===== src/rtl/noc_flit_credit_rx_if.sv =====
// rtl/noc_flit_credit_rx_if.sv - valid/ready flit stream delivered by the credit receiver
interface noc_flit_credit_rx_if #(
    parameter int FLIT_WIDTH = 32,
    parameter int DEST_WIDTH = 6
);
    logic                  out_valid;
    logic                  out_ready;
    logic [FLIT_WIDTH-1:0] out_data;
    logic [DEST_WIDTH-1:0] out_dest;
    logic                  out_last;

    // Producer side: the receiver presenting its FIFO head.
    modport master (
        output out_valid,
        input  out_ready,
        output out_data,
        output out_dest,
        output out_last
    );

    // Consumer side: whatever drains the flits.
    modport slave (
        input  out_valid,
        output out_ready,
        input  out_data,
        input  out_dest,
        input  out_last
    );
endinterface


===== src/rtl/noc_flit_credit_rx.sv =====
// rtl/noc_flit_credit_rx.sv - credit-based link receiver with flit FIFO, framing and overflow checks
module noc_flit_credit_rx #(
    parameter int FLIT_WIDTH        = 32,
    parameter int DEST_WIDTH        = 6,
    parameter int FLIT_BUFFER_DEPTH = 2,
    parameter int CNT_WIDTH         = 16
) (
    input  logic                  clk_noc,
    input  logic                  rst_noc_sync,
    input  logic [FLIT_WIDTH-1:0] data_in,
    input  logic [DEST_WIDTH-1:0] dest_in,
    input  logic                  is_tail_in,
    input  logic                  send_in,
    output logic                  credit_out,
    noc_flit_credit_rx_if.master  stream,
    output logic [CNT_WIDTH-1:0]  pkt_count,
    output logic                  overflow_err,
    output logic                  framing_err
);
    localparam int PTR_W = (FLIT_BUFFER_DEPTH > 1) ? $clog2(FLIT_BUFFER_DEPTH) : 1;
    localparam int OCC_W = $clog2(FLIT_BUFFER_DEPTH + 1);
    localparam logic [PTR_W-1:0] LAST_IDX = PTR_W'(FLIT_BUFFER_DEPTH - 1);
    localparam logic [OCC_W-1:0] FULL_OCC = OCC_W'(FLIT_BUFFER_DEPTH);

    typedef enum logic {
        S_IDLE,
        S_IN_PKT
    } state_t;

    logic [FLIT_WIDTH-1:0] data_mem [FLIT_BUFFER_DEPTH];
    logic [DEST_WIDTH-1:0] dest_mem [FLIT_BUFFER_DEPTH];
    logic                  last_mem [FLIT_BUFFER_DEPTH];

    logic [PTR_W-1:0] wr_ptr;
    logic [PTR_W-1:0] rd_ptr;
    logic [OCC_W-1:0] occ;

    logic full;
    logic empty;
    logic pop;
    logic push;
    logic drop;

    state_t                state_q;
    state_t                state_d;
    logic [DEST_WIDTH-1:0] pkt_dest_q;
    logic [DEST_WIDTH-1:0] pkt_dest_d;
    logic                  dest_mismatch;

    assign full  = (occ == FULL_OCC);
    assign empty = (occ == '0);
    assign pop   = stream.out_valid & stream.out_ready;
    // A full FIFO still accepts a flit when the head leaves in the same cycle.
    assign push  = send_in & (~full | pop);
    assign drop  = send_in & full & ~pop;

    // Head is presented combinationally so a new flit is visible one cycle after its push.
    assign stream.out_valid = ~empty;
    assign stream.out_data  = data_mem[rd_ptr];
    assign stream.out_dest  = dest_mem[rd_ptr];
    assign stream.out_last  = last_mem[rd_ptr];

    // Flit storage write; contents need no reset because occupancy gates visibility.
    always_ff @(posedge clk_noc) begin
        if (push) begin
            data_mem[wr_ptr] <= data_in;
            dest_mem[wr_ptr] <= dest_in;
            last_mem[wr_ptr] <= is_tail_in;
        end
    end

    // Pointers wrap explicitly so non-power-of-2 depths work.
    always_ff @(posedge clk_noc) begin
        if (rst_noc_sync) begin
            wr_ptr <= '0;
            rd_ptr <= '0;
        end else begin
            if (push) begin
                wr_ptr <= (wr_ptr == LAST_IDX) ? '0 : wr_ptr + PTR_W'(1);
            end
            if (pop) begin
                rd_ptr <= (rd_ptr == LAST_IDX) ? '0 : rd_ptr + PTR_W'(1);
            end
        end
    end

    // Occupancy counter; simultaneous push and pop leaves it unchanged.
    always_ff @(posedge clk_noc) begin
        if (rst_noc_sync) begin
            occ <= '0;
        end else begin
            case ({push, pop})
                2'b10:   occ <= occ + OCC_W'(1);
                2'b01:   occ <= occ - OCC_W'(1);
                default: occ <= occ;
            endcase
        end
    end

    // One registered credit per popped flit; reset discards any pending credit.
    always_ff @(posedge clk_noc) begin
        if (rst_noc_sync) begin
            credit_out <= 1'b0;
        end else begin
            credit_out <= pop;
        end
    end

    // Delivered packet counter, wrapping naturally at 2^CNT_WIDTH.
    always_ff @(posedge clk_noc) begin
        if (rst_noc_sync) begin
            pkt_count <= '0;
        end else if (pop & stream.out_last) begin
            pkt_count <= pkt_count + CNT_WIDTH'(1);
        end
    end

    // Framing FSM state register.
    always_ff @(posedge clk_noc) begin
        if (rst_noc_sync) begin
            state_q    <= S_IDLE;
            pkt_dest_q <= '0;
        end else begin
            state_q    <= state_d;
            pkt_dest_q <= pkt_dest_d;
        end
    end

    // Framing FSM next state; only accepted pushes advance it, dropped flits are ignored.
    always_comb begin
        state_d       = state_q;
        pkt_dest_d    = pkt_dest_q;
        dest_mismatch = 1'b0;
        if (push) begin
            case (state_q)
                S_IDLE: begin
                    pkt_dest_d = dest_in;
                    if (!is_tail_in) begin
                        state_d = S_IN_PKT;
                    end
                end
                S_IN_PKT: begin
                    if (dest_in != pkt_dest_q) begin
                        dest_mismatch = 1'b1;
                    end
                    if (is_tail_in) begin
                        state_d = S_IDLE;
                    end
                end
                default: state_d = S_IDLE;
            endcase
        end
    end

    // Sticky error flags, cleared only by reset.
    always_ff @(posedge clk_noc) begin
        if (rst_noc_sync) begin
            overflow_err <= 1'b0;
            framing_err  <= 1'b0;
        end else begin
            if (drop) begin
                overflow_err <= 1'b1;
            end
            if (dest_mismatch) begin
                framing_err <= 1'b1;
            end
        end
    end
endmodule


===== src/flat_wrapper.sv =====
// flat-port wrapper written by rule: the top's interface ports become plain ports
module noc_flit_credit_rx_flat 
#(
    parameter int FLIT_WIDTH        = 32,
    parameter int DEST_WIDTH        = 6,
    parameter int FLIT_BUFFER_DEPTH = 2,
    parameter int CNT_WIDTH         = 16
)
  (clk_noc, rst_noc_sync, data_in, dest_in, is_tail_in, send_in, credit_out, pkt_count, overflow_err, framing_err, stream_out_valid, stream_out_ready, stream_out_data, stream_out_dest, stream_out_last);
  noc_flit_credit_rx_if #(.FLIT_WIDTH(FLIT_WIDTH), .DEST_WIDTH(DEST_WIDTH)) stream_i ();
  input  logic clk_noc;
  input  logic rst_noc_sync;
  input  logic [FLIT_WIDTH-1:0] data_in;
  input  logic [DEST_WIDTH-1:0] dest_in;
  input  logic is_tail_in;
  input  logic send_in;
  output logic credit_out;
  output logic [CNT_WIDTH-1:0] pkt_count;
  output logic overflow_err;
  output logic framing_err;
  output wire logic [$bits(stream_i.out_valid)-1:0] stream_out_valid;
  input wire logic [$bits(stream_i.out_ready)-1:0] stream_out_ready;
  output wire logic [$bits(stream_i.out_data)-1:0] stream_out_data;
  output wire logic [$bits(stream_i.out_dest)-1:0] stream_out_dest;
  output wire logic [$bits(stream_i.out_last)-1:0] stream_out_last;
  assign stream_out_valid = stream_i.out_valid;
  assign stream_i.out_ready = stream_out_ready;
  assign stream_out_data = stream_i.out_data;
  assign stream_out_dest = stream_i.out_dest;
  assign stream_out_last = stream_i.out_last;
  noc_flit_credit_rx #(.FLIT_WIDTH(FLIT_WIDTH), .DEST_WIDTH(DEST_WIDTH), .FLIT_BUFFER_DEPTH(FLIT_BUFFER_DEPTH), .CNT_WIDTH(CNT_WIDTH)) u_core (.clk_noc(clk_noc), .rst_noc_sync(rst_noc_sync), .data_in(data_in), .dest_in(dest_in), .is_tail_in(is_tail_in), .send_in(send_in), .credit_out(credit_out), .stream(stream_i), .pkt_count(pkt_count), .overflow_err(overflow_err), .framing_err(framing_err));
endmodule

===== config.mk =====
export PLATFORM = sky130hd
export DESIGN_NAME = noc_flit_credit_rx_flat
export DESIGN_NICKNAME = d
export VERILOG_FILES = /design/src/rtl/noc_flit_credit_rx_if.sv /design/src/rtl/noc_flit_credit_rx.sv /design/src/flat_wrapper.sv
export SDC_FILE = /design/constraint.sdc
export NUM_CORES = 1
export LEC_CHECK = 0
export CAP_MARGIN = 5
export CORE_AREA = 5 5 87 105
export CTS_CLUSTER_DIAMETER = 50
export CTS_CLUSTER_SIZE = 12
export DETAILED_ROUTE_END_ITERATION = 16
export DIE_AREA = 0 0 92 110
export PLACE_DENSITY = 0.86
export SETUP_SLACK_MARGIN = 0.1
export SLEW_MARGIN = 5
export SYNTH_ARGS = -nofsm -noshare
export SYNTH_HDL_FRONTEND = slang
export SYNTH_SLANG_ARGS = --single-unit

===== constraint.sdc =====
create_clock -name clk_noc -period 8.8 [get_ports clk_noc]
set_clock_uncertainty 0.05 [all_clocks]
set_input_delay 1.32 -clock clk_noc [delete_from_list [all_inputs] [get_ports clk_noc]]
set_output_delay 1.32 -clock clk_noc [all_outputs]
set_load 0.02 [all_outputs]

==> impl_results.html, run 1 <==
<table>
<tr><th>Metric</th><th>Value</th></tr>
<tr><th colspan="2">Critical path</th></tr>
<tr><td>Reg-to-reg setup timing slack</td><td>5940 ps</td></tr>
<tr><td>Critical path class</td><td>reg -&gt; out</td></tr>
<tr><td>Largest driver fanout on the critical path</td><td>39</td></tr>
<tr><td>Nature of the critical path endpoint</td><td>output pin</td></tr>
<tr><td>Max incr delay on CP</td><td>950 ps</td></tr>
<tr><td>Critical path's slowest cell</td><td>sky130_fd_sc_hd__dfxtp_2</td></tr>
<tr><td>CP arrival</td><td>2710 ps</td></tr>
<tr><td>Number of cells on the critical path</td><td>3</td></tr>
<tr><td>Required time at the endpoint of the critical path</td><td>7430 ps</td></tr>
<tr><td>Depth of the most critical reg-to-reg path</td><td>4</td></tr>
<tr><td>Type of origin of the critical path</td><td>flip-flop</td></tr>
<tr><td>Critical Path, Cell by Cell</td><td>mux2i_1 -&gt; inv_1 -&gt; clkdlybuf4s50_1</td></tr>
<tr><td>Combined buffer and inverter count along the critical path</td><td>2</td></tr>
<tr><td>Cell type group with the largest total delay on the critical path</td><td>flip-flops</td></tr>
<tr><td>Capture instance of the worst register-to-register path</td><td>u_core.pkt_count[12]</td></tr>
<tr><th colspan="2">Job</th></tr>
<tr><td>Count of max-cap constraint violations</td><td>0</td></tr>
<tr><th colspan="2">Synth</th></tr>
<tr><td>Net count after synthesis</td><td>321</td></tr>
<tr><td>Post-synthesis sequential element count</td><td>109</td></tr>
<tr><td>Post-synthesis async set-or-reset flop share</td><td>0</td></tr>
<tr><td>Register area share after synthesis</td><td>0.713</td></tr>
<tr><td>Leading area contributor after synthesis</td><td>sky130_fd_sc_hd__edfxtp_1</td></tr>
<tr><td>Distinct cell type count after synthesis</td><td>34</td></tr>
<tr><td>Combined area of all synthesized cells</td><td>0.00415 mm2</td></tr>
<tr><td>Yosys warnings</td><td>0</td></tr>
<tr><td>Post-synthesis average cell area</td><td>15.0 um2</td></tr>
<tr><td>Leading register cell type out of synthesis</td><td>sky130_fd_sc_hd__edfxtp_1</td></tr>
<tr><td>Area fraction of the dominant cell type after synthesis</td><td>0.564</td></tr>
<tr><td>Cell count after synthesis</td><td>277</td></tr>
<tr><td>EDFF count, synth</td><td>78</td></tr>
<tr><td>Leading post-synthesis cells by cell area</td><td>sky130_fd_sc_hd__edfxtp_1 (56%), sky130_fd_sc_hd__dfxtp_1 (15%), sky130_fd_sc_hd__mux2_2 (10%)</td></tr>
<tr><th colspan="2">Final layout</th></tr>
<tr><td>Final Instance Area</td><td>0.00546 mm2</td></tr>
<tr><td>Cell Count, Final, Fillers Out</td><td>479</td></tr>
<tr><td>Antenna diode count</td><td>0</td></tr>
<tr><td>Net count reported at finish</td><td>423</td></tr>
<tr><td>Layout overhead on the synthesized area</td><td>31.4%</td></tr>
<tr><td>Most used cells in the layout excluding fill and tap cells</td><td>sky130_fd_sc_hd__clkdlybuf4s50_1 (101), sky130_fd_sc_hd__edfxtp_1 (78), sky130_fd_sc_hd__mux2_2 (38)</td></tr>
<tr><td>Filler cell count</td><td>548</td></tr>
<tr><td>Share of final-layout standard cells stronger than drive strength 1</td><td>0.154</td></tr>
<tr><td>Most frequent standard cell in the layout excluding fill and tap cells</td><td>sky130_fd_sc_hd__clkdlybuf4s50_1</td></tr>
<tr><th colspan="2">Floorplanning</th></tr>
<tr><td>Top-level port count</td><td>102</td></tr>
<tr><td>Initial standard-cell utilization of the core</td><td>0.518</td></tr>
<tr><td>Chip Width</td><td>92 um</td></tr>
<tr><td>Number of standard-cell rows in the floorplan</td><td>36</td></tr>
<tr><td>Total core area</td><td>0.00802 mm2</td></tr>
<tr><td>Floorplan die height</td><td>110 um</td></tr>
<tr><td>Die Footprint</td><td>0.0101 mm2</td></tr>
<tr><th colspan="2">Timing</th></tr>
<tr><td>Unrepaired setup endpoints after global routing</td><td>false</td></tr>
<tr><td>Measured slew at the worst slew-check pin</td><td>1090 ps</td></tr>
<tr><td>Tmin final</td><td>4080 ps</td></tr>
<tr><td>Number of hold violations in the final report</td><td>0</td></tr>
<tr><td>Worst slew margin relative to its limit</td><td>0.271</td></tr>
<tr><td>Highest Clock Rate</td><td>245 MHz</td></tr>
<tr><td>Final period util</td><td>0.464</td></tr>
<tr><td>Setup-violating endpoint count in the final report</td><td>0</td></tr>
<tr><td>Final-report max-slew violation count</td><td>0</td></tr>
<tr><td>Final TNS setup</td><td>0 ps</td></tr>
<tr><th colspan="2">Placement</th></tr>
<tr><td>Final HPWL from detailed placement</td><td>5410 um</td></tr>
<tr><td>Cell area after placement</td><td>0.00525 mm2</td></tr>
<tr><td>Routability-driven placement congestion ratio</td><td>0.768</td></tr>
<tr><td>Buffers added on ports</td><td>101</td></tr>
<tr><td>Placed Cells</td><td>463</td></tr>
<tr><th colspan="2">Drt</th></tr>
<tr><td>Total length of routed met3 wires</td><td>462 um</td></tr>
<tr><td>Routed via count</td><td>2544</td></tr>
<tr><td>Ratio of routed vias to standard cells</td><td>5.31</td></tr>
<tr><td>Final wirelength</td><td>7970 um</td></tr>
<tr><td>Detail-routed net length per standard cell</td><td>16.6 um</td></tr>
<tr><td>DRC violations left</td><td>0</td></tr>
<tr><td>Met1 WL</td><td>3650 um</td></tr>
<tr><td>Drt first pass iters</td><td>4</td></tr>
<tr><td>Iteration-0 DRC count of the detailed router</td><td>123</td></tr>
<tr><td>Met2 Routed Length</td><td>3770 um</td></tr>
<tr><td>Highest metal layer with signal wires</td><td>met4</td></tr>
<tr><td>Count of antenna-violating nets left after detailed routing</td><td>0</td></tr>
<tr><th colspan="2">Min path</th></tr>
<tr><td>Number of cells traversed by the worst hold path</td><td>2</td></tr>
<tr><td>HP Start</td><td>u_core.framing_err</td></tr>
<tr><td>Endpoint of the worst hold-timing path</td><td>u_core.framing_err</td></tr>
<tr><td>Worst hold-check path type</td><td>reg -&gt; reg</td></tr>
<tr><th colspan="2">CTS</th></tr>
<tr><td>Clock sink count</td><td>109</td></tr>
<tr><td>Post-CTS setup buffers</td><td>0</td></tr>
<tr><td>Gates resized, CTS repair</td><td>0</td></tr>
<tr><td>Insertion delay to the later sink of the worst-skew pair</td><td>350 ps</td></tr>
<tr><td>Clock tree from TritonCTS</td><td>done</td></tr>
<tr><td>Clock-pin slew reported for the worst setup and hold paths after clock tree synthesis</td><td>100 ps</td></tr>
<tr><td>H-Tree Level Count</td><td>3</td></tr>
<tr><td>Number of buffers on the longest clock path</td><td>2</td></tr>
<tr><td>Number of CTS-inserted buffers</td><td>9</td></tr>
<tr><td>Quantity of hold-fixing buffers added after cts</td><td>0</td></tr>
<tr><td>Clock root cell</td><td>sky130_fd_sc_hd__clkbuf_8</td></tr>
<tr><th colspan="2">Global routing</th></tr>
<tr><td>Grt total ovfl</td><td>0</td></tr>
<tr><td>Initial antenna violation count</td><td>0</td></tr>
<tr><td>Global-route wire length before repair</td><td>12900 um</td></tr>
<tr><td>GRT Total Usage</td><td>0.163</td></tr>
<tr><td>Maximum number of pins on one net before global-route repair</td><td>40</td></tr>
<tr><td>Number of global-route vias before repair</td><td>2513</td></tr>
<tr><th colspan="2">Power</th></tr>
<tr><td>Static Leak</td><td>0.00181 uW</td></tr>
<tr><td>Maximum VDD drop</td><td>0.112 mV</td></tr>
<tr><td>Pwr dens</td><td>192 mW/mm2</td></tr>
<tr><th colspan="2">Status</th></tr>
<tr><td>Status</td><td>finished clean</td></tr>
</table>
## worst min-delay path: cells and delay by family (launching register included)
| family | cells | cell delay (ps) |
|---|---|---|
| buffers and inverters | 1 | 50 |
| DFF | 1 | 330 |
| AOI/OAI and AO/OA | 1 | 50 |
## state kept, by name, summed over array words and instances (netlist names), named ones only
register / cells
u_core.pkt_dest_q: 6
u_core.state_q: 1
u_core.dest_mem: 12
u_core.wr_ptr: 1
u_core.last_mem: 2
u_core.pkt_count: 16
u_core.data_mem: 64
u_core.framing_err: 1
u_core.occ: 2
u_core.rd_ptr: 1
u_core.credit_out: 1
u_core.overflow_err: 1
## power breakdown
group | internal [uW] | switching [uW] | leakage, uW
Combinational | 78.5 | 70.4 | 0.000723
Clock | 138 | 168 | 0.000104
Sequential | 580 | 15.0 | 0.000984
## kinds of logic after synthesis
logic type,after synthesis,share of synthesized area
compound gates,26,0.0343
xor+xnor,16,0.0337
fa+ha+maj,1,0.00301
buf+inv,16,0.0151
flops,109,0.713
mux,46,0.122
simple gates,63,0.0780
## synthesized netlist by cell type (4+ instances only)
master / n
sky130_fd_sc_hd__inv_1: 5
sky130_fd_sc_hd__dfxtp_1: 31
sky130_fd_sc_hd__nand3_1: 6
sky130_fd_sc_hd__o21ai_0: 9
sky130_fd_sc_hd__edfxtp_1: 78
sky130_fd_sc_hd__or3_1: 7
sky130_fd_sc_hd__nor2_1: 22
sky130_fd_sc_hd__a21oi_1: 11
sky130_fd_sc_hd__nand2_1: 6
sky130_fd_sc_hd__mux2_2: 38
sky130_fd_sc_hd__mux2i_1: 8
sky130_fd_sc_hd__nand4_1: 4
sky130_fd_sc_hd__clkbuf_1: 6
sky130_fd_sc_hd__xnor2_1: 11
sky130_fd_sc_hd__xor2_1: 5
sky130_fd_sc_hd__nor3_1: 4
## how the worst max path moves through the flow
stage / end
finish: stream_out_last
global route: stream_out_last
CTS: stream_out_last
detailed placement: stream_out_last
global placement: stream_out_last
floorplan: u_core.data_mem[0][0]
## metal layers
| metal | vias to the layer above | GRT usage |
|---|---|---|
| met5 | - | 0 |
| met4 | 0 | 0.0541 |
| met3 | 10 | 0.0367 |
| met2 | 91 | 0.264 |
| met1 | 1215 | 0.221 |
| li1 | 1228 | - |
## metrics by stage
| stage | setup slack (ps) | hold slack [ps] | utilization | power [uW] |
|---|---|---|---|---|
| final | 4720 | 415 | 0.681 | 1050 |
| after floorplan | 4170 | 422 | - | 682 |
| after CTS | 4670 | 419 | 0.681 | 1060 |
| after global placement | 5090 | 401 | 0.655 | 754 |
| after global routing | 4520 | 428 | 0.681 | 1090 |
| after detailed placement | 5080 | 404 | 0.655 | 758 |
## final cells by class
| type | instances | area (um2) | share of cell area |
|---|---|---|---|
| Tap cell | 95 | 119 | 0.0218 |
| Sequential cell | 109 | 2960 | 0.543 |
| Clock buffer | 10 | 128 | 0.0234 |
| Multi-Input combinational cell | 152 | 1130 | 0.208 |
| Inverter | 5 | 18.8 | 0.00344 |
| Clock inverter | 6 | 76.3 | 0.0140 |
| Timing Repair Buffer | 102 | 1020 | 0.187 |
No activity file was read; power rests on OpenSTA's default activity.
==> run 2, diff against run 1 <==
CORE_AREA = 5 5 91 109   (was 5 5 87 105)
DIE_AREA = 0 0 96 114   (was 0 0 92 110)
PLACE_DENSITY = 0.8   (was 0.86)
clock period = 4 ns   (was 8.8 ns; I/O delays follow)
==> run 2 against run 1 <==
  * Final area is 0.66% higher
  * Largest power group unchanged
  * Highest routed layer unchanged
  * Critical path type unchanged
  * Largest cell class unchanged
  * Final cell count increased by 5.8%
  * Routed wire length grew 1.5%
==> impl_results.html, run 2 (same netlist as run 1, synthesis figures left out) <==
<table>
<tr><th>Metric</th><th>Value</th></tr>
<tr><th colspan="2">Floorplanning</th></tr>
<tr><td>Die Footprint</td><td>0.0109 mm2</td></tr>
<tr><td>Initial standard-cell utilization of the core</td><td>0.470</td></tr>
<tr><td>Floorplan die height</td><td>114 um</td></tr>
<tr><td>Number of standard-cell rows in the floorplan</td><td>38</td></tr>
<tr><td>Chip Width</td><td>96 um</td></tr>
<tr><td>Top-level port count</td><td>102</td></tr>
<tr><td>Total core area</td><td>0.00884 mm2</td></tr>
<tr><th colspan="2">Critical path</th></tr>
<tr><td>Critical path's slowest cell</td><td>sky130_fd_sc_hd__mux2i_1</td></tr>
<tr><td>Max incr delay on CP</td><td>680 ps</td></tr>
<tr><td>Largest driver fanout on the critical path</td><td>12</td></tr>
<tr><td>Critical Path, Cell by Cell</td><td>mux2i_1 -&gt; inv_1 -&gt; clkdlybuf4s50_1</td></tr>
<tr><td>Required time at the endpoint of the critical path</td><td>3350 ps</td></tr>
<tr><td>Type of origin of the critical path</td><td>flip-flop</td></tr>
<tr><td>Nature of the critical path endpoint</td><td>output pin</td></tr>
<tr><td>Cell type group with the largest total delay on the critical path</td><td>buffers and inverters</td></tr>
<tr><td>Combined buffer and inverter count along the critical path</td><td>2</td></tr>
<tr><td>Critical path class</td><td>reg -&gt; out</td></tr>
<tr><td>CP arrival</td><td>2260 ps</td></tr>
<tr><th colspan="2">Final layout</th></tr>
<tr><td>Most frequent standard cell in the layout excluding fill and tap cells</td><td>sky130_fd_sc_hd__clkdlybuf4s50_1</td></tr>
<tr><td>Register with the most flip-flops</td><td>u_core.data_mem</td></tr>
<tr><td>Multi-input gate area</td><td>0.00114 mm2</td></tr>
<tr><td>Filler cell count</td><td>688</td></tr>
<tr><td>Max reg flops</td><td>64</td></tr>
<tr><td>Share of final-layout standard cells stronger than drive strength 1</td><td>0.160</td></tr>
<tr><td>Net count reported at finish</td><td>426</td></tr>
<tr><td>Area used by sequential logic in the layout</td><td>0.00296 mm2</td></tr>
<tr><td>Antenna diode count</td><td>0</td></tr>
<tr><td>Biggest registers after layout</td><td>u_core.data_mem x64, u_core.pkt_count x16, u_core.dest_mem x12</td></tr>
<tr><td>Layout overhead on the synthesized area</td><td>32.3%</td></tr>
<tr><td>Most used cells in the layout excluding fill and tap cells</td><td>sky130_fd_sc_hd__clkdlybuf4s50_1 (101), sky130_fd_sc_hd__edfxtp_1 (78), sky130_fd_sc_hd__mux2_2 (38)</td></tr>
<tr><th colspan="2">Timing</th></tr>
<tr><td>Highest Clock Rate</td><td>344 MHz</td></tr>
<tr><td>Measured slew at the worst slew-check pin</td><td>1090 ps</td></tr>
<tr><td>Setup-violating endpoint count in the final report</td><td>0</td></tr>
<tr><td>Worst slew margin relative to its limit</td><td>0.269</td></tr>
<tr><td>Tmin final</td><td>2910 ps</td></tr>
<tr><td>Final period util</td><td>0.727</td></tr>
<tr><td>Final TNS setup</td><td>0 ps</td></tr>
<tr><td>Final-report max-slew violation count</td><td>0</td></tr>
<tr><td>Worst hold-check slack</td><td>430 ps</td></tr>
<tr><td>Number of hold violations in the final report</td><td>0</td></tr>
<tr><td>Unrepaired setup endpoints after global routing</td><td>false</td></tr>
<tr><th colspan="2">CTS</th></tr>
<tr><td>Gates resized, CTS repair</td><td>0</td></tr>
<tr><td>Number of buffers on the longest clock path</td><td>2</td></tr>
<tr><td>Clock-pin slew reported for the worst setup and hold paths after clock tree synthesis</td><td>100 ps</td></tr>
<tr><td>Clock sink count</td><td>109</td></tr>
<tr><td>Post-CTS setup buffers</td><td>0</td></tr>
<tr><td>Quantity of hold-fixing buffers added after cts</td><td>0</td></tr>
<tr><td>Insertion delay to the later sink of the worst-skew pair</td><td>360 ps</td></tr>
<tr><td>H-Tree Level Count</td><td>3</td></tr>
<tr><td>Clock tree from TritonCTS</td><td>done</td></tr>
<tr><td>Clock root cell</td><td>sky130_fd_sc_hd__clkbuf_8</td></tr>
<tr><td>Number of CTS-inserted buffers</td><td>9</td></tr>
<tr><th colspan="2">Drt</th></tr>
<tr><td>Routed via count</td><td>2556</td></tr>
<tr><td>Count of antenna-violating nets left after detailed routing</td><td>0</td></tr>
<tr><td>Ratio of routed vias to standard cells</td><td>5.04</td></tr>
<tr><td>Drt first pass iters</td><td>4</td></tr>
<tr><td>Final wirelength</td><td>8090 um</td></tr>
<tr><td>Iteration-0 DRC count of the detailed router</td><td>80</td></tr>
<tr><td>DRC violations left</td><td>0</td></tr>
<tr><td>Detail-routed net length per standard cell</td><td>15.9 um</td></tr>
<tr><th colspan="2">Global routing</th></tr>
<tr><td>Maximum number of pins on one net before global-route repair</td><td>40</td></tr>
<tr><td>Initial antenna violation count</td><td>0</td></tr>
<tr><td>Global-route wire length before repair</td><td>13000 um</td></tr>
<tr><td>GRT Total Usage</td><td>0.155</td></tr>
<tr><td>Grt total ovfl</td><td>0</td></tr>
<tr><td>Number of global-route vias before repair</td><td>2678</td></tr>
<tr><th colspan="2">Placement</th></tr>
<tr><td>Final HPWL from detailed placement</td><td>5600 um</td></tr>
<tr><td>Routability-driven placement congestion ratio</td><td>0.755</td></tr>
<tr><td>Buffers added on ports</td><td>101</td></tr>
<tr><th colspan="2">Power</th></tr>
<tr><td>Clk pwr share</td><td>0.269</td></tr>
<tr><td>Combinational power share</td><td>0.153</td></tr>
<tr><td>Static Leak</td><td>0.00182 uW</td></tr>
<tr><td>Sequential power share</td><td>0.578</td></tr>
<tr><td>Maximum VDD drop</td><td>0.204 mV</td></tr>
<tr><td>Pwr dens</td><td>409 mW/mm2</td></tr>
<tr><td>Net switching fraction of the power</td><td>0.249</td></tr>
<tr><td>Switching component of the power</td><td>560 uW</td></tr>
<tr><td>Total internal power</td><td>1690 uW</td></tr>
<tr><th colspan="2">Status</th></tr>
<tr><td>Status</td><td>finished clean</td></tr>
<tr><th colspan="2">Job</th></tr>
<tr><td>Count of max-cap constraint violations</td><td>0</td></tr>
<tr><th colspan="2">Min path</th></tr>
<tr><td>Worst hold-check path type</td><td>reg -&gt; reg</td></tr>
</table>
[run 2: final cells by class]
class,instances,area share
clock buffers,9,0.0225
clock inverters,7,0.0102
inverters,5,0.00342
multi-input cells,152,0.207
flip-flops and latches,109,0.540
well taps,120,0.0273
repair buffers,105,0.189
[run 2: layer usage]
| layer | vias up | part of all wire | global-route usage |
|---|---|---|---|
| met4 | 0 | 0.010 | 0.0512 |
| li1 | 1240 | - | - |
| met2 | 86 | 0.48 | 0.255 |
| met1 | 1221 | 0.44 | 0.197 |
| met5 | - | 0 | 0 |
| met3 | 9 | 0.064 | 0.0402 |
[run 2: worst reg2reg max path, delay by kind of cell (launching register included)]
| kind | cells | cell delay, ps |
|---|---|---|
| simple gates | 2 | 1140 |
| mux | 1 | 310 |
| compound gates | 1 | 140 |
| flops | 1 | 510 |
[run 2: stage by stage]
step                cells  instance area [um2]  total power (uW)  utilization  worst slack, ps
floorplan             277                 4160              1500            -             1290
global placement      491                 5310              1660        0.601             1210
detailed placement    491                 5310              1670        0.601             1110
CTS                   507                 5490              2270        0.621             1030
global route          507                 5490              2350        0.621              914
finish                507                 5490              2250        0.621             1090
[run 2: final timing paths]
path	start	cells past startpoint	slack, ps	end
setup reg to reg	flip-flop	4	1750	u_core.pkt_count[12]
hold reg to reg	u_core.framing_err	2	430	u_core.framing_err
setup / recovery	flip-flop	3	1090	stream_out_last
hold / removal	u_core.framing_err	2	430	u_core.framing_err
[run 2: power by group through the flow]
stage / sequential, uW / clock [uW] / combinational [uW]
global placement: 1320 / 0 / 342
global route: 1310 / 676 / 366
CTS: 1300 / 626 / 349
finish: 1300 / 604 / 343
floorplan: 1320 / 0 / 179
detailed placement: 1330 / 0 / 347
==> run 3, diff against run 2 <==
CORE_AREA = 5 5 95 115   (was 5 5 91 109)
DIE_AREA = 0 0 100 120   (was 0 0 96 114)
PLACE_DENSITY = 0.76   (was 0.8)
clock period = 2.4 ns   (was 4 ns; I/O delays follow)
==> run 3 against run 2 <==
  * Die area up 9.6%
  * Flip-flop and latch count unchanged
  * Core utilization down 3.8 points
  * Largest power group unchanged
  * Register-to-register slack worse by 1300 ps
  * Critical path depth unchanged
  * Sequential share of layout area down 1.9 points
  * Highest routed layer unchanged
  * Final cell count up 2.8%
==> impl_results.html, run 3 (same netlist as run 1, synthesis figures left out) <==
<table>
<tr><th>Metric</th><th>Value</th></tr>
<tr><th colspan="2">Status</th></tr>
<tr><td>Status</td><td>finished clean</td></tr>
<tr><th colspan="2">CTS</th></tr>
<tr><td>Post-CTS setup buffers</td><td>0</td></tr>
<tr><td>Quantity of hold-fixing buffers added after cts</td><td>0</td></tr>
<tr><td>Insertion delay to the later sink of the worst-skew pair</td><td>330 ps</td></tr>
<tr><td>Clock tree from TritonCTS</td><td>done</td></tr>
<tr><td>Clock root cell</td><td>sky130_fd_sc_hd__clkbuf_16</td></tr>
<tr><td>Number of buffers on the longest clock path</td><td>2</td></tr>
<tr><td>H-Tree Level Count</td><td>3</td></tr>
<tr><td>Number of CTS-inserted buffers</td><td>9</td></tr>
<tr><td>Clock sink count</td><td>109</td></tr>
<tr><td>Clock-pin slew reported for the worst setup and hold paths after clock tree synthesis</td><td>70 ps</td></tr>
<tr><th colspan="2">Final layout</th></tr>
<tr><td>Final Instance Area</td><td>0.00569 mm2</td></tr>
<tr><td>Antenna diode count</td><td>0</td></tr>
<tr><td>Fin util</td><td>0.583</td></tr>
<tr><td>Max reg flops</td><td>64</td></tr>
<tr><td>Net count reported at finish</td><td>434</td></tr>
<tr><td>Cell Count, Final, Fillers Out</td><td>521</td></tr>
<tr><td>Most frequent standard cell in the layout excluding fill and tap cells</td><td>sky130_fd_sc_hd__clkdlybuf4s50_1</td></tr>
<tr><td>Share of final-layout standard cells stronger than drive strength 1</td><td>0.182</td></tr>
<tr><td>Register with the most flip-flops</td><td>u_core.data_mem</td></tr>
<tr><td>Layout overhead on the synthesized area</td><td>37.0%</td></tr>
<tr><td>Most used cells in the layout excluding fill and tap cells</td><td>sky130_fd_sc_hd__clkdlybuf4s50_1 (99), sky130_fd_sc_hd__edfxtp_1 (78), sky130_fd_sc_hd__mux2_2 (38)</td></tr>
<tr><td>Biggest registers after layout</td><td>u_core.data_mem x64, u_core.pkt_count x16, u_core.dest_mem x12</td></tr>
<tr><th colspan="2">Critical path</th></tr>
<tr><td>Critical Path, Cell by Cell</td><td>buf_12 -&gt; mux2_2 -&gt; clkdlybuf4s50_1</td></tr>
<tr><td>CP arrival</td><td>1840 ps</td></tr>
<tr><td>Nature of the critical path endpoint</td><td>output pin</td></tr>
<tr><td>Critical path class</td><td>reg -&gt; out</td></tr>
<tr><td>Depth of the most critical reg-to-reg path</td><td>4</td></tr>
<tr><td>Capture instance of the worst register-to-register path</td><td>u_core.pkt_count[10]</td></tr>
<tr><td>Critical register-to-register path startpoint</td><td>u_core.occ[1]</td></tr>
<tr><td>Reg-to-reg setup timing slack</td><td>430 ps</td></tr>
<tr><td>Largest driver fanout on the critical path</td><td>28</td></tr>
<tr><td>Capturing instance or port of the critical path</td><td>stream_out_dest[4]</td></tr>
<tr><td>Type of origin of the critical path</td><td>flip-flop</td></tr>
<tr><td>Max incr delay on CP</td><td>540 ps</td></tr>
<tr><td>Critical path's slowest cell</td><td>sky130_fd_sc_hd__clkdlybuf4s50_1</td></tr>
<tr><td>Required time at the endpoint of the critical path</td><td>1990 ps</td></tr>
<tr><th colspan="2">Floorplanning</th></tr>
<tr><td>Floorplan die height</td><td>120 um</td></tr>
<tr><td>Chip Width</td><td>100 um</td></tr>
<tr><td>Top-level port count</td><td>102</td></tr>
<tr><td>Initial standard-cell utilization of the core</td><td>0.426</td></tr>
<tr><td>Die Footprint</td><td>0.0120 mm2</td></tr>
<tr><td>Total core area</td><td>0.00976 mm2</td></tr>
<tr><td>Number of standard-cell rows in the floorplan</td><td>40</td></tr>
<tr><th colspan="2">Placement</th></tr>
<tr><td>Cell area after placement</td><td>0.00541 mm2</td></tr>
<tr><td>Routability-driven placement congestion ratio</td><td>0.781</td></tr>
<tr><td>Placed Cells</td><td>505</td></tr>
<tr><td>Buffers added on ports</td><td>101</td></tr>
<tr><td>Final HPWL from detailed placement</td><td>5680 um</td></tr>
<tr><th colspan="2">Timing</th></tr>
<tr><td>Final period util</td><td>0.935</td></tr>
<tr><td>Measured slew at the worst slew-check pin</td><td>344 ps</td></tr>
<tr><td>Worst slew margin relative to its limit</td><td>0.766</td></tr>
<tr><td>Number of hold violations in the final report</td><td>0</td></tr>
<tr><td>Final TNS setup</td><td>0 ps</td></tr>
<tr><td>Highest Clock Rate</td><td>445 MHz</td></tr>
<tr><td>Setup-violating endpoint count in the final report</td><td>0</td></tr>
<tr><td>Worst hold-check slack</td><td>420 ps</td></tr>
<tr><td>Tmin final</td><td>2250 ps</td></tr>
<tr><td>Final-report max-slew violation count</td><td>0</td></tr>
<tr><td>Unrepaired setup endpoints after global routing</td><td>true</td></tr>
<tr><th colspan="2">Global routing</th></tr>
<tr><td>Initial antenna violation count</td><td>0</td></tr>
<tr><td>Global-route wire length before repair</td><td>13200 um</td></tr>
<tr><td>Grt total ovfl</td><td>0</td></tr>
<tr><td>GRT Total Usage</td><td>0.141</td></tr>
<tr><td>Number of global-route vias before repair</td><td>2701</td></tr>
<tr><td>Maximum number of pins on one net before global-route repair</td><td>32</td></tr>
<tr><th colspan="2">Drt</th></tr>
<tr><td>Routed via count</td><td>2563</td></tr>
<tr><td>Drt first pass iters</td><td>4</td></tr>
<tr><td>Detail-routed net length per standard cell</td><td>15.9 um</td></tr>
<tr><td>Ratio of routed vias to standard cells</td><td>4.92</td></tr>
<tr><td>Final wirelength</td><td>8260 um</td></tr>
<tr><td>DRC violations left</td><td>0</td></tr>
<tr><td>Count of antenna-violating nets left after detailed routing</td><td>0</td></tr>
<tr><td>Iteration-0 DRC count of the detailed router</td><td>109</td></tr>
<tr><th colspan="2">Power</th></tr>
<tr><td>Pwr dens</td><td>723 mW/mm2</td></tr>
<tr><td>Maximum VDD drop</td><td>0.338 mV</td></tr>
<tr><td>Static Leak</td><td>0.00193 uW</td></tr>
<tr><th colspan="2">Job</th></tr>
<tr><td>Count of max-cap constraint violations</td><td>0</td></tr>
<tr><th colspan="2">Min path</th></tr>
<tr><td>Worst hold-check path type</td><td>reg -&gt; reg</td></tr>
</table>
## run 3: cell types whose count changed in the layout (fill, tap and decap cells not counted), moves of 2 or more
| cell | before | now |
|---|---|---|
| sky130_fd_sc_hd__buf_12 | 0 | 2 |
| sky130_fd_sc_hd__dlymetal6s2s_1 | 0 | 2 |
| sky130_fd_sc_hd__clkinv_2 | 0 | 3 |
| sky130_fd_sc_hd__clkinv_4 | 3 | 0 |
| sky130_fd_sc_hd__buf_4 | 4 | 10 |
| sky130_fd_sc_hd__clkinvlp_4 | 0 | 2 |
| sky130_fd_sc_hd__clkbuf_16 | 0 | 9 |
| sky130_fd_sc_hd__clkdlybuf4s50_1 | 101 | 99 |
| sky130_fd_sc_hd__inv_6 | 3 | 1 |
| sky130_fd_sc_hd__clkbuf_8 | 9 | 0 |
## run 3: critical path: cells and delay by family, from the launching register on
family	cells	cell delay, ps
multiplexers	1	360
flip-flops	1	380
buffers and inverters	2	740
## run 3: power by group
part	total [uW]	internal (uW)	switching, uW
logic	600	313	286
registers	2160	2130	34.5
clock network	1350	709	641
## run 3: how the worst min path moves through the flow
| stage | cells after the start | endpoint | startpoint | slack, ps |
|---|---|---|---|---|
| 3_3_place_gp | 2 | u_core.framing_err | u_core.framing_err | 410 |
| 2_1_floorplan | 1 | u_core.occ[1] | rst_noc_sync | 390 |
| 6_report | 2 | u_core.framing_err | u_core.framing_err | 420 |
| 4_1_cts | 2 | u_core.framing_err | u_core.framing_err | 430 |
| 5_1_grt | 2 | u_core.framing_err | u_core.framing_err | 470 |
| 3_5_place_dp | 2 | u_core.framing_err | u_core.framing_err | 420 |
## run 3: what timing repair did
| action | CTS | global route |
|---|---|---|
| endpoints found under the hold margin | 0 | 0 |
| endpoints found under the setup margin | 0 | 3 |
| gates resized for setup | 0 | 3 |
## run 3: area by class of cell
class	count	area [um2]
fillers	790	4070
flip-flops and latches	109	2960
multi-input cells	152	1140
repair buffers	113	1130
clock buffers	9	225
well taps	126	158
clock inverters	7	50.0
inverters	5	18.8
## run 3: per-stage QoR
stage               total power (uW)  worst slack (ps)
floorplan                       2500               105
global placement                2800               156
detailed placement              2810              99.4
CTS                             4170               103
global route                    4300              98.1
finish                          4110               155
## run 3: layer usage
metal / track usage / vias to the layer above / share of wire
met1: 0.171 / 1222 / 0.43
met2: 0.237 / 80 / 0.49
met5: 0 / - / 0
li1: - / 1254 / -
met3: 0.0419 / 7 / 0.074
met4: 0.0505 / 0 / 0.010
==> edit 1, RTL diff (flow settings as in run 3) <==
Put one more register stage on the output `pkt_count`. The value now appears one clock later. The other outputs are not delayed to match.
--- a/src/rtl/noc_flit_credit_rx.sv
+++ b/src/rtl/noc_flit_credit_rx.sv
@@ -27,4 +27,6 @@
         S_IN_PKT
     } state_t;
+
+    logic [CNT_WIDTH-1:0] pkt_count_s0;
 
     logic [FLIT_WIDTH-1:0] data_mem [FLIT_BUFFER_DEPTH];
@@ -110,7 +112,7 @@
     always_ff @(posedge clk_noc) begin
         if (rst_noc_sync) begin
-            pkt_count <= '0;
+            pkt_count_s0 <= '0;
         end else if (pop & stream.out_last) begin
-            pkt_count <= pkt_count + CNT_WIDTH'(1);
+            pkt_count_s0 <= pkt_count_s0 + CNT_WIDTH'(1);
         end
     end
@@ -167,4 +169,8 @@
         end
     end
+    always_ff @(posedge clk_noc) begin
+        pkt_count <= pkt_count_s0;
+    end
+
 endmodule
 
Formal check against the unedited RTL: not equivalent (Yosys sat finds a counterexample within 4 cycles, from zero or initial values and one cycle with rst_noc_sync high).
==> edit 1 against run 3 <==
- clock power grew 72%
- non-clock buffer count stayed put
- register-to-register slack about the same
- power increased by 29%
- via count grew 9.8%
- die area is the same
- maximum frequency decreased by 2.1%
- sequential share of layout area fell by 0.85 points
- area after synthesis is 8.9% higher
- worst setup slack worse by 49 ps
- wire length up 9.7%
- global-route usage is 1.7 points higher
- cell area increased by 13%
- sequential cell count increased by 16
- critical endpoint is now stream_out_data[10]
- highest routed layer unchanged
==> edit 1: results (changes against run 3) <==
First-pass GRT wire length: 14.5 mm (+9.1%)
Mux cell area share after synthesis: 0.113 (-0.00922)
Outcome: finished, final reports clean
Synth top area cells: edfxtp_1, dfxtp_1, mux2_2, nor2_1, xnor2_1
Comb_multi_in: 158 (+3.9%)
Place WS: 80.9 ps (-18.5 ps)
Register area: 3280 um2 (+11%)
DP Wirelength: 5.84 mm (+2.8%)
GRT Total Usage: 0.158 (+0.0167)
Synth Area in XOR/XNOR: 0.0310 (-0.00277)
Largest regs: u_core.data_mem (64), u_core.pkt_count (16), u_core.pkt_count_s0 (16)
DR vias/cell: 5.04 (+2.4%)
Post-synth top cells: edfxtp_1, dfxtp_1, mux2_2, nor2_1, a21oi_1
Non-filler cells, final: 559 (+7.3%)
Least-Margin Pin Slew: 933 ps (+588 ps)
Vias in the first global route: 3012 (+12%)
Nets: 464 (+6.9%)
P_seq: 2.43 mW (+12%)
Post-route cell area: 6410 um2 (+13%)
Syn Nets: 343 (+6.9%)
CP Max Fanout: 20 (-29%)
Post-DP Area: 5770 um2 (+6.7%)
Postcts setup bufs: 0 (unchanged)
Post-Syn Area per Cell: 15.1 um2 (+0.93%)
Signal buffers share of area: 0.189 (-0.00962)
Multi-input combinational area share: 0.185 (-0.0157)
Final Power: 5.31 mW (+29%)
Drt initial violations: 80 (-27%)
Share of cells above drive strength 1: 0.208 (+0.0256)
Clock Latency Late Sink: 410 ps (+80 ps)
Placer Congestion: 0.774 (-0.87%)
Clock network share of area: 0.0857 (+0.0373)
CTS sink cnt: 125 (+15%)
Post-Route WL: 9.06 mm (+9.7%)
Dpl cells: 526 (+4.2%)
Final worst setup slack: 106 ps (-48.8 ps)
Fraction of the mapped netlist area in compound gates: 0.0348 (+0.000497)
Fin Hold WS: 315 ps (-106 ps)
Combinational group power: 0.552 mW (-8.0%)
# resized after CTS: 7 (+7)
Worst reg2reg path depth: 6 (+2)
Clock buf count: 17 (+8)
Lkg Pwr: 2.51 nW (+31%)
Hold path depth: 0 (-2)
==> edit 1: cell types whose count changed after synthesis, moves of 3 or more <==
cell / delta
buf_2: +4
and3_1: +5
dfxtp_1: +16
or4_1: -3
==> edit 1: worst reg2reg max path, delay by kind of cell (launching register included) <==
kind | cells | cell delay [ps]
multiplexers | 1 | 190
buffers and inverters | 2 | 370
AND/OR/NAND/NOR | 2 | 790
flip-flops | 1 | 350
AO/OA/AOI/OAI | 1 | 150
==> edit 1: worst paths after layout <==
path	startpoint	end
hold reg to reg	u_core.pkt_count_s0[15]	u_core.pkt_count[15]
setup / recovery	register	stream_out_data[10]
setup reg to reg	register	u_core.pkt_count_s0[13]
hold / removal	u_core.pkt_count_s0[15]	u_core.pkt_count[15]
==> edit 1: metal layers <==
layer  track usage  part of all wire  routed length [um]
met1         0.170              0.40                3640
met5             0                 0                   0
met2         0.271              0.51                4650
met3        0.0541             0.069                 624
met4        0.0809             0.017                 152
==> edit 2, RTL diff (settings of run 3) <==
Without the edit above. `CNT_WIDTH` is set to 16 in 2 places; all go to 32.
--- a/src/rtl/noc_flit_credit_rx.sv
+++ b/src/rtl/noc_flit_credit_rx.sv
@@ -4,5 +4,5 @@
     parameter int DEST_WIDTH        = 6,
     parameter int FLIT_BUFFER_DEPTH = 2,
-    parameter int CNT_WIDTH         = 16
+    parameter int CNT_WIDTH         = 32
 ) (
     input  logic                  clk_noc,
--- a/src/flat_wrapper.sv
+++ b/src/flat_wrapper.sv
@@ -5,5 +5,5 @@
     parameter int DEST_WIDTH        = 6,
     parameter int FLIT_BUFFER_DEPTH = 2,
-    parameter int CNT_WIDTH         = 16
+    parameter int CNT_WIDTH         = 32
 )
   (clk_noc, rst_noc_sync, data_in, dest_in, is_tail_in, send_in, credit_out, pkt_count, overflow_err, framing_err, stream_out_valid, stream_out_ready, stream_out_data, stream_out_dest, stream_out_last);
Ports: changed (resized pkt_count); port bits go from 102 to 118. The function was not compared with the original's and may differ.
==> edit 2 against run 3 <==
- non-clock buffer count is 22 higher
- sequential cell count up 16
- cell area grew 26%
- count of clock-buffer cells in the layout up 17
- largest cell class unchanged
- die area did not move
- sequential share of layout area shrank 6.3 points
- wire length is 39% higher
- area after synthesis rose by 23%
- via count is 39% higher
- global-route usage rose by 5.8 points
- worst setup slack got worse by 6.1 ps
- power increased by 35%
==> edit 2: results (changes against run 3) <==
Clock Latency Late Sink: 400 ps (+70 ps)
CP Max Fanout: 8 (-71%)
Placer Congestion: 0.854 (+9.3%)
DR vias/cell: 5.40 (+9.7%)
Nets: 563 (+30%)
Share of cells above drive strength 1: 0.199 (+0.0170)
Post-DP Area: 6510 um2 (+20%)
Syn Nets: 426 (+33%)
Post-synth top cells: edfxtp_1, dfxtp_1, mux2_2, nor2_1, a21oi_1
Lkg Pwr: 2.60 nW (+35%)
GRT Total Usage: 0.199 (+0.0580)
Avg WL per Cell: 17.4 um (+9.9%)
Post-Route WL: 11.5 mm (+39%)
Drt initial violations: 121 (+11%)
Clock-pin slew on the worst setup and hold paths: 50 ps (-20 ps)
Largest regs: u_core.data_mem (64), u_core.pkt_count (32), u_core.dest_mem (12)
Outcome: finished, final reports clean
DP Wirelength: 7.55 mm (+33%)
Largest net degree at the start of global routing: 40 (+25%)
Num CTS Buffers: 17 (+8)
Vias in the first global route: 3639 (+35%)
Seq/Total Area, Yosys: 0.645 (-0.0681)
Count of cell types in the netlist: 42 (+24%)
Hold WC Path Type: in -> reg
Syn Inst Count: 382 (+38%)
H-tree Lvls: 4 (+1)
Synth top area cells: edfxtp_1, dfxtp_1, mux2_2, nor2_1, nand4_1
Least-Margin Pin Slew: 400 ps (+55.5 ps)
==> edit 2: layer usage <==
| layer | wire length [um] | track usage | up-vias |
|---|---|---|---|
| met4 | 115 | 0.0691 | 0 |
| met2 | 5680 | 0.329 | 102 |
| met1 | 5140 | 0.245 | 1718 |
| met5 | 0 | 0 | - |
| li1 | - | - | 1721 |
| met3 | 533 | 0.0628 | 10 |
==> edit 2: logic make-up (layout without fill, tap and decap cells) <==
kind of cell,after synthesis,after routing,synth area share
xor+xnor,16,16,0.0275
mux,55,55,0.121
simple gates,120,120,0.136
fa+ha+maj,1,1,0.00246
compound gates,41,41,0.0497
buf+inv,24,174,0.0189
flops,125,125,0.645
==> edit 2: power by group <==
group	internal (mW)	switching (mW)	total (mW)
registers	2.40	0.0417	2.44
logic	0.303	0.298	0.600
clock network	1.65	0.854	2.51
==> edit 2: area by class of cell <==
class	instances	area (um2)
clock buffer	26	543
timing repair buffer	135	1380
inverter	7	26.3
multi-input combinational	233	1730
fill	707	2590
sequential	125	3290
tap	126	158
clock inverter	6	52.6
==> edit 2: stage by stage <==
step / setup slack [ps] / utilization
after floorplan: 104 / -
after global placement: 138 / 0.667
after detailed placement: 67.2 / 0.667
after CTS: 103 / 0.731
after global routing: 101 / 0.735
final: 149 / 0.735
==> edit 2: final timing paths <==
path                                to  slack, ps                start  depth (start not counted)
setup / recovery    stream_out_data[1]        150             register                          3
setup reg to reg  u_core.pkt_count[28]        390  u_core.pkt_count[3]                          4
hold / removal    u_core.pkt_count[31]        310         rst_noc_sync                          2
hold reg to reg     u_core.framing_err        400   u_core.framing_err                          2
==> edit 2: worst max-delay path, stage by stage, from the launching register on <==
cell and delay [ps]:
dfxtp_4 410, buf_12 140, mux2_2 330, clkdlybuf4s50_1 550
==> edit 2: timing repair <==
item | in CTS | in global routing
endpoints found under the setup margin | 31 | 11
setup buffers | 1 | 0
gates cloned | 1 | 0
resized for setup | 21 | 11
pin swaps | 0 | 0
